### src/rtl/cpu_pkg.sv
// Shared definitions for the SAP-style CPU: opcodes, T-state encoding and
// control-word bit positions used by the sequencer and the datapath top.
package cpu_pkg;

  localparam logic [3:0] OP_LDA = 4'b0000;
  localparam logic [3:0] OP_ADD = 4'b0001;
  localparam logic [3:0] OP_SUB = 4'b0010;
  localparam logic [3:0] OP_OUT = 4'b1110;
  localparam logic [3:0] OP_HLT = 4'b1111;

  typedef enum logic [5:0] {
    T1 = 6'b000001,
    T2 = 6'b000010,
    T3 = 6'b000100,
    T4 = 6'b001000,
    T5 = 6'b010000,
    T6 = 6'b100000
  } tstate_e;

  localparam int CTRL_W = 12;

  localparam int unsigned CB_EN_PC     = 0;
  localparam int unsigned CB_OE_PC     = 1;
  localparam int unsigned CB_LOAD_MAR  = 2;
  localparam int unsigned CB_OE_RAM    = 3;
  localparam int unsigned CB_LOAD_IR   = 4;
  localparam int unsigned CB_OE_IR     = 5;
  localparam int unsigned CB_LOAD_ACC  = 6;
  localparam int unsigned CB_OE_ACC    = 7;
  localparam int unsigned CB_SUB       = 8;
  localparam int unsigned CB_OE_ALU    = 9;
  localparam int unsigned CB_LOAD_BREG = 10;
  localparam int unsigned CB_LOAD_OR   = 11;

  // One-hot mask for a single control-word field.
  function automatic logic [CTRL_W-1:0] cbit(input int unsigned idx);
    return 12'h001 << idx;
  endfunction

endpackage

### src/rtl/step_pulse.sv
// Turns the debounced step level into a single-cycle pulse on its rising edge.
module step_pulse (
  input  logic clk_i,
  input  logic rst_ni,
  input  logic step_i,
  output logic pulse_o
);

  logic sync_q;
  logic prev_q;

  // Sample the step level and remember the previous sample.
  always_ff @(posedge clk_i or negedge rst_ni) begin
    if (!rst_ni) begin
      sync_q <= 1'b0;
      prev_q <= 1'b0;
    end else begin
      sync_q <= step_i;
      prev_q <= sync_q;
    end
  end

  assign pulse_o = sync_q & ~prev_q;

endmodule

### src/rtl/controller_sequencer.sv
// Six-state T-ring controller: decodes T-state and opcode into the control
// word, supports free-run and single-step, and latches HLT.
module controller_sequencer
  import cpu_pkg::*;
(
  input  logic        CLK,
  input  logic        RESET,
  input  logic [3:0]  opcode,
  input  logic        run,
  input  logic        step,
  output logic [5:0]  tstate,
  output logic [11:0] ctrl,
  output logic        halted
);

  tstate_e     state_q;
  tstate_e     state_d;
  logic        halted_q;
  logic        halted_d;
  logic        step_pulse_s;
  logic        active_s;
  logic        hlt_hit_s;
  logic [11:0] ctrl_c;

  step_pulse u_step_pulse (
    .clk_i   (CLK),
    .rst_ni  (RESET),
    .step_i  (step),
    .pulse_o (step_pulse_s)
  );

  assign active_s  = (run | step_pulse_s) & ~halted_q;
  assign hlt_hit_s = (state_q == T4) && (opcode == OP_HLT);

  // Ring advance; an HLT in T4 freezes the ring and latches halted instead.
  always_comb begin
    state_d  = state_q;
    halted_d = halted_q;
    if (active_s) begin
      if (hlt_hit_s) begin
        halted_d = 1'b1;
      end else begin
        case (state_q)
          T1:      state_d = T2;
          T2:      state_d = T3;
          T3:      state_d = T4;
          T4:      state_d = T5;
          T5:      state_d = T6;
          T6:      state_d = T1;
          default: state_d = T1;
        endcase
      end
    end else begin
      state_d = state_q;
    end
  end

  // Control word decode; RESET gating keeps ctrl quiet while reset is held.
  always_comb begin
    ctrl_c = 12'h000;
    if (active_s && RESET) begin
      case (state_q)
        T1: ctrl_c = cbit(CB_OE_PC) | cbit(CB_LOAD_MAR);
        T2: ctrl_c = cbit(CB_EN_PC);
        T3: ctrl_c = cbit(CB_OE_RAM) | cbit(CB_LOAD_IR);
        T4: begin
          case (opcode)
            OP_LDA, OP_ADD, OP_SUB: ctrl_c = cbit(CB_OE_IR) | cbit(CB_LOAD_MAR);
            OP_OUT:                 ctrl_c = cbit(CB_OE_ACC) | cbit(CB_LOAD_OR);
            default:                ctrl_c = 12'h000;
          endcase
        end
        T5: begin
          case (opcode)
            OP_LDA:  ctrl_c = cbit(CB_OE_RAM) | cbit(CB_LOAD_ACC);
            OP_ADD:  ctrl_c = cbit(CB_OE_RAM) | cbit(CB_LOAD_BREG);
            OP_SUB:  ctrl_c = cbit(CB_OE_RAM) | cbit(CB_LOAD_BREG) | cbit(CB_SUB);
            default: ctrl_c = 12'h000;
          endcase
        end
        T6: begin
          case (opcode)
            OP_ADD:  ctrl_c = cbit(CB_OE_ALU) | cbit(CB_LOAD_ACC);
            OP_SUB:  ctrl_c = cbit(CB_OE_ALU) | cbit(CB_LOAD_ACC) | cbit(CB_SUB);
            default: ctrl_c = 12'h000;
          endcase
        end
        default: ctrl_c = 12'h000;
      endcase
    end else begin
      ctrl_c = 12'h000;
    end
  end

  // State and halt latch.
  always_ff @(posedge CLK or negedge RESET) begin
    if (!RESET) begin
      state_q  <= T1;
      halted_q <= 1'b0;
    end else begin
      state_q  <= state_d;
      halted_q <= halted_d;
    end
  end

  assign tstate = state_q;
  assign ctrl   = ctrl_c;
  assign halted = halted_q;

endmodule

### config.mk
export PLATFORM = sky130hd
export DESIGN_NAME = controller_sequencer
export DESIGN_NICKNAME = d
export VERILOG_FILES = /design/src/rtl/cpu_pkg.sv /design/src/rtl/step_pulse.sv /design/src/rtl/controller_sequencer.sv
export SDC_FILE = /design/constraint.sdc
export NUM_CORES = 1
export LEC_CHECK = 0
export BUFFER_PORTS_ARGS = -buffer_cell sky130_fd_sc_hd__buf_2
export CORE_UTILIZATION = 42
export CTS_BUF_LIST = sky130_fd_sc_hd__clkbuf_8 sky130_fd_sc_hd__clkbuf_16
export DETAILED_ROUTE_END_ITERATION = 8
export PLACE_DENSITY = 0.81
export SLEW_MARGIN = 20
export SYNTH_ARGS = -nofsm -noshare
export SYNTH_HDL_FRONTEND = slang
export SYNTH_SLANG_ARGS = --single-unit
### constraint.sdc
create_clock -name CLK -period 2 [get_ports CLK]
set_clock_uncertainty 0.05 [all_clocks]
set_input_delay 0.3 -clock CLK [delete_from_list [all_inputs] [get_ports CLK]]
set_output_delay 0.3 -clock CLK [all_outputs]
set_load 0.1 [all_outputs]
==> results of run 1 <==
what timing repair did:
action                                  4_1_cts
hold buffers                                  2
endpoints found under the hold margin         2
pin swaps                                     5
endpoints found under the setup margin       11
gates resized for setup                       7
setup buffers                                 5
synth_stat cells (2+ instances only):
library cell / count / share of area (%)
dfrtp_1: 8 / 30
nor2_1: 8 / 4.4
a21oi_1: 4 / 3.0
inv_1: 4 / 2.2
mux2i_1: 4 / 5.9
nand2_1: 4 / 2.2
nand3b_1: 3 / 3.3
o21ai_0: 3 / 2.2
nand3_1: 2 / 1.5
nand4_1: 2 / 1.8
nor2b_1: 2 / 1.8
nor3_1: 2 / 1.5
or3_1: 2 / 1.8
xor2_1: 2 / 2.6
cells by family after synthesis:
| family | synth area share, % |
|---|---|
| AOI/OAI and AO/OA | 10.9 |
| buffers and inverters | 6.64 |
| muxes | 5.90 |
| and+or+nand+nor | 39.3 |
| xor gates and xnor gates | 3.88 |
| DFF | 33.4 |
metrics by stage:
step	hold slack (ps)	utilization [%]	setup TNS (ps)	std cells	setup WS, ps
2_1_floorplan	-45.6	-	-4420	75	-954
3_3_place_gp	75.1	85.4	-1.96	134	-1.04
3_5_place_dp	77.8	85.4	-111	134	-38.2
4_1_cts	116	93.7	-1620	144	-269
==> results.yml, run 1 <==
floorplan:
  die_h_um: 42.2
  num_rows: 14
  initial_core_util_pct: 45.0
  io_pins: 27
  die_w_um: 42.2
status:
  outcome: "aborted with a tool error"
  tool.error: "[ERROR DPL-0038] Utilization greater than 100%, impossible to legalize"
  lastStage: "5_1_grt"
sta:
  postGrtWorstEndpoint: "ctrl[7]"
  worstEpCategory: "top-level output"
yosys:
  synth_edf_count: 0
  syn_inst: 75
  synth.distinct_cells: 39
  syn_nets: 83
  syn_area_per_cell_um2: 9.04
  ys_seq_elements: 9
  yosysWarnings: 0
  ys.flop_type: "dfrtp_1"
  syn_area_um2: 678
  ys_async_sr_fraction_pct: 100
  yosysSeqAreaShare_pct: 33.4
cts:
  cts_sinks: 9
  clock-root-buffer: "clkbuf_8"
  clockBufferDepth: 2
  cts-buffers-inserted: 3
  htreeDepth: 1
place:
  gp_congestion: 0.888
  port-buffer-count: 26
  post_dp_cell_area_mm2: 0.00129
  dp_hpwl_mm: 1.72
grt:
  grt_max_degree: 8
==> inputs of run 2 (changes only) <==
--- a/config.mk
+++ b/config.mk
@@ -6,10 +6,10 @@
 export NUM_CORES = 1
 export LEC_CHECK = 0
 export BUFFER_PORTS_ARGS = -buffer_cell sky130_fd_sc_hd__buf_2
-export CORE_UTILIZATION = 42
-export CTS_BUF_LIST = sky130_fd_sc_hd__clkbuf_8 sky130_fd_sc_hd__clkbuf_16
+export CORE_AREA = 2 2 63 65
 export DETAILED_ROUTE_END_ITERATION = 8
-export PLACE_DENSITY = 0.81
+export DIE_AREA = 0 0 65 67
+export PLACE_DENSITY_LB_ADDON = 0.15
 export SLEW_MARGIN = 20
 export SYNTH_ARGS = -nofsm -noshare
 export SYNTH_HDL_FRONTEND = slang
==> results.yml, run 2 <==
setup_path:
  cp_max_fo: 4
  endpoint_kind: "output port"
  r2r-start: "tstate[2]"
  worstPathCellList: "nor2b_4 -> nand3_2 -> or4b_4 -> nor3_4 -> buf_12"
  setup.worst_path.start: "tstate[2]"
  required_ps: 1650
  reg2reg_to: "tstate[5]"
  rr_worst_depth: 6
  r2r_slack_ps: 440
  critical_path_class: "reg -> out"
  path_delay_family: "simple AND/OR/NAND/NOR gates"
  cpMaxStageDelayCell: "or4b_4"
  critical_path.startpoint_type: "register"
  path_buf_inv: 1
  slowest_delay_ps: 510
  crit_arrival_ps: 1910
place:
  gp_congestion: 0.805
  post_dp_cell_area_mm2: 0.00135
  placed_cells: 169
  port-buffer-count: 26
  dp_hpwl_mm: 1.87
  pre_cts_slack_ps: -19.7
floorplan:
  die_h_um: 67
  io_pins: 27
  die_w_um: 65
  dieArea_mm2: 0.00436
  coreArea_mm2: 0.00361
  initial_core_util_pct: 18.8
  num_rows: 22
yosys:
  ys_seq_elements: 9
  syn_area_per_cell_um2: 9.04
  muxShareOfSynthArea_pct: 5.90
  syn_inst: 75
  ys.flop_type: "dfrtp_1"
  ys_async_sr_fraction_pct: 100
  synth_top_family_by_area: "simple AND/OR/NAND/NOR gates"
  synth_common_cells: "dfrtp_1, nor2_1"
  synth_edf_count: 0
  synthAdderAreaFrac_pct: 0
  yosysWarnings: 0
  yosys.area_share.simple_pct: 39.3
  synth.distinct_cells: 39
  syn_nets: 83
  yosysSeqAreaShare_pct: 33.4
  synth_area_leaders: "dfrtp_1, mux2i_1, nor2_1"
  synth_compound_area_share_pct: 10.9
  syn_area_um2: 678
  synth_top_area_share_pct: 29.5
  synthXorXnorAreaFrac_pct: 3.87
  yosysTopAreaCell: "dfrtp_1"
sta:
  min_period_ps: 2260
  slew_headroom_pct: 67.7
  fin_crit_sh_pct: 113
  finalSetupTns_ps: -1360
  setup_ws_ps: -262
  max_freq_mhz: 442
  worst_pin_slew_ps: 488
  holdWs_ps: 123
  rsz0062_at_grt: "true"
  maxSlewViolCount: 0
  hold_violations: 0
  setup_violations: 9
cells_and_area:
  mostFrequentLayoutCell: "buf_4"
  multi_input_comb_area_um2: 548
  final_net_count: 141
  largest_reg_flops: 6
  syn2layout_area_growth_pct: 119
  antenna-diode-count: 0
  regArea_um2: 249
  fin_area_mm2: 0.00149
  layout_common_cells: "buf_4, buf_2, buf_12"
  fin_cells: 180
  drive_gt1_share_pct: 65.9
  final_core_util_pct: 41.3
  fillers: 350
worst_hold_path:
  hold_path_depth: 1
  hp-start: "step"
  hold_path_end: "u_step_pulse.sync_q"
  hold_path_class: "in -> reg"
power_and_ir_drop:
  p_switching_mw: 0.134
  power_density_mw_per_mm2: 337
  switching_share_pct: 26.6
  pwr-share-seq_pct: 38.7
  finalPower_mw: 0.502
  ir_drop_uv: 210
  p_leak_nw: 0.575
  p_clk_share_pct: 42.7
  intPower_mw: 0.368
  pwr-share-comb_pct: 18.6
status:
  outcome: "finished, violations left"
  violations: "setup timing"
cts:
  htreeDepth: 1
  insertion_delay_ps: 230
  cts_tree: "done"
  cts.clk_slew.worst_paths_ps: 50
  clockBufferDepth: 2
  cts-buffers-inserted: 3
  clock-root-buffer: "clkbuf_8"
  cts_sinks: 9
job:
  cap_violations: 0
drt:
  via_per_inst: 4.16
  ant_nets: 0
  drt_wl_total_mm: 2.23
  dr.pass1.iters: 2
  vias: 749
  drc: 0
  wl_per_cell_um: 12.4
  drtIter0Drc: 2
grt:
  use_met1_pct: 15.0
  grt.overflow.total: 0
  grtUsageMet3_pct: 2.70
  grt_antenna_before_repair: 0
  grt_pass1_vias: 820
  grt_pass1_wl_mm: 3.88
  top_usage_layer: "met2"
  grt_util_met2_pct: 19.3
  grt_usage_pct: 11.7
  grt_max_degree: 7
-- run 2: power by group through the flow --
stage,combinational (mW),sequential [mW],clock [mW]
detailed placement,0.0828,0.197,0
finish,0.0934,0.194,0.214
global placement,0.0831,0.196,0
global route,0.102,0.194,0.228
CTS,0.0922,0.194,0.219
floorplan,0.0340,0.211,0
-- run 2: logic make-up (layout without fill, tap and decap cells) --
group           count (synthesis)  after routing
simple gates                   39             39
compound gates                 12             12
flops                           9              9
buf+inv                         8             65
mux                             4              4
xor+xnor                        3              3
-- run 2: routing by layer --
layer	share of wire, %	vias up	wire (um)
li1	-	380	-
met1	45	347	1010
met2	49	20	1090
met3	5.4	2	121
met4	0.40	0	9
met5	0	-	0
-- run 2: worst max-delay path by stage --
stage / to / slack, ps / cells past startpoint
6_report: ctrl[7] / -260 / 5
5_1_grt: ctrl[7] / -340 / 5
4_1_cts: ctrl[7] / -270 / 5
3_5_place_dp: ctrl[7] / -20 / 5
3_3_place_gp: ctrl[7] / 2 / 5
2_1_floorplan: ctrl[11] / -950 / 6
-- run 2: area by class of cell --
| class | instances | area share, % |
|---|---|---|
| clock buffers | 4 | 3.03 |
| flip-flops and latches | 9 | 16.7 |
| multi-input cells | 58 | 36.8 |
| repair buffers | 57 | 38.2 |
| well taps | 48 | 4.04 |
| inverters | 4 | 1.18 |
-- run 2: timing repair --
item                                    4_1_cts  5_1_grt
cloned                                        0        0
pin swaps                                     2        5
gates resized for setup                       6        2
buffers inserted                              1        2
hold buffers                                  4        0
endpoints found under the hold margin         2        0
endpoints found under the setup margin       12       12
No activity file was read; power rests on OpenSTA's default activity.
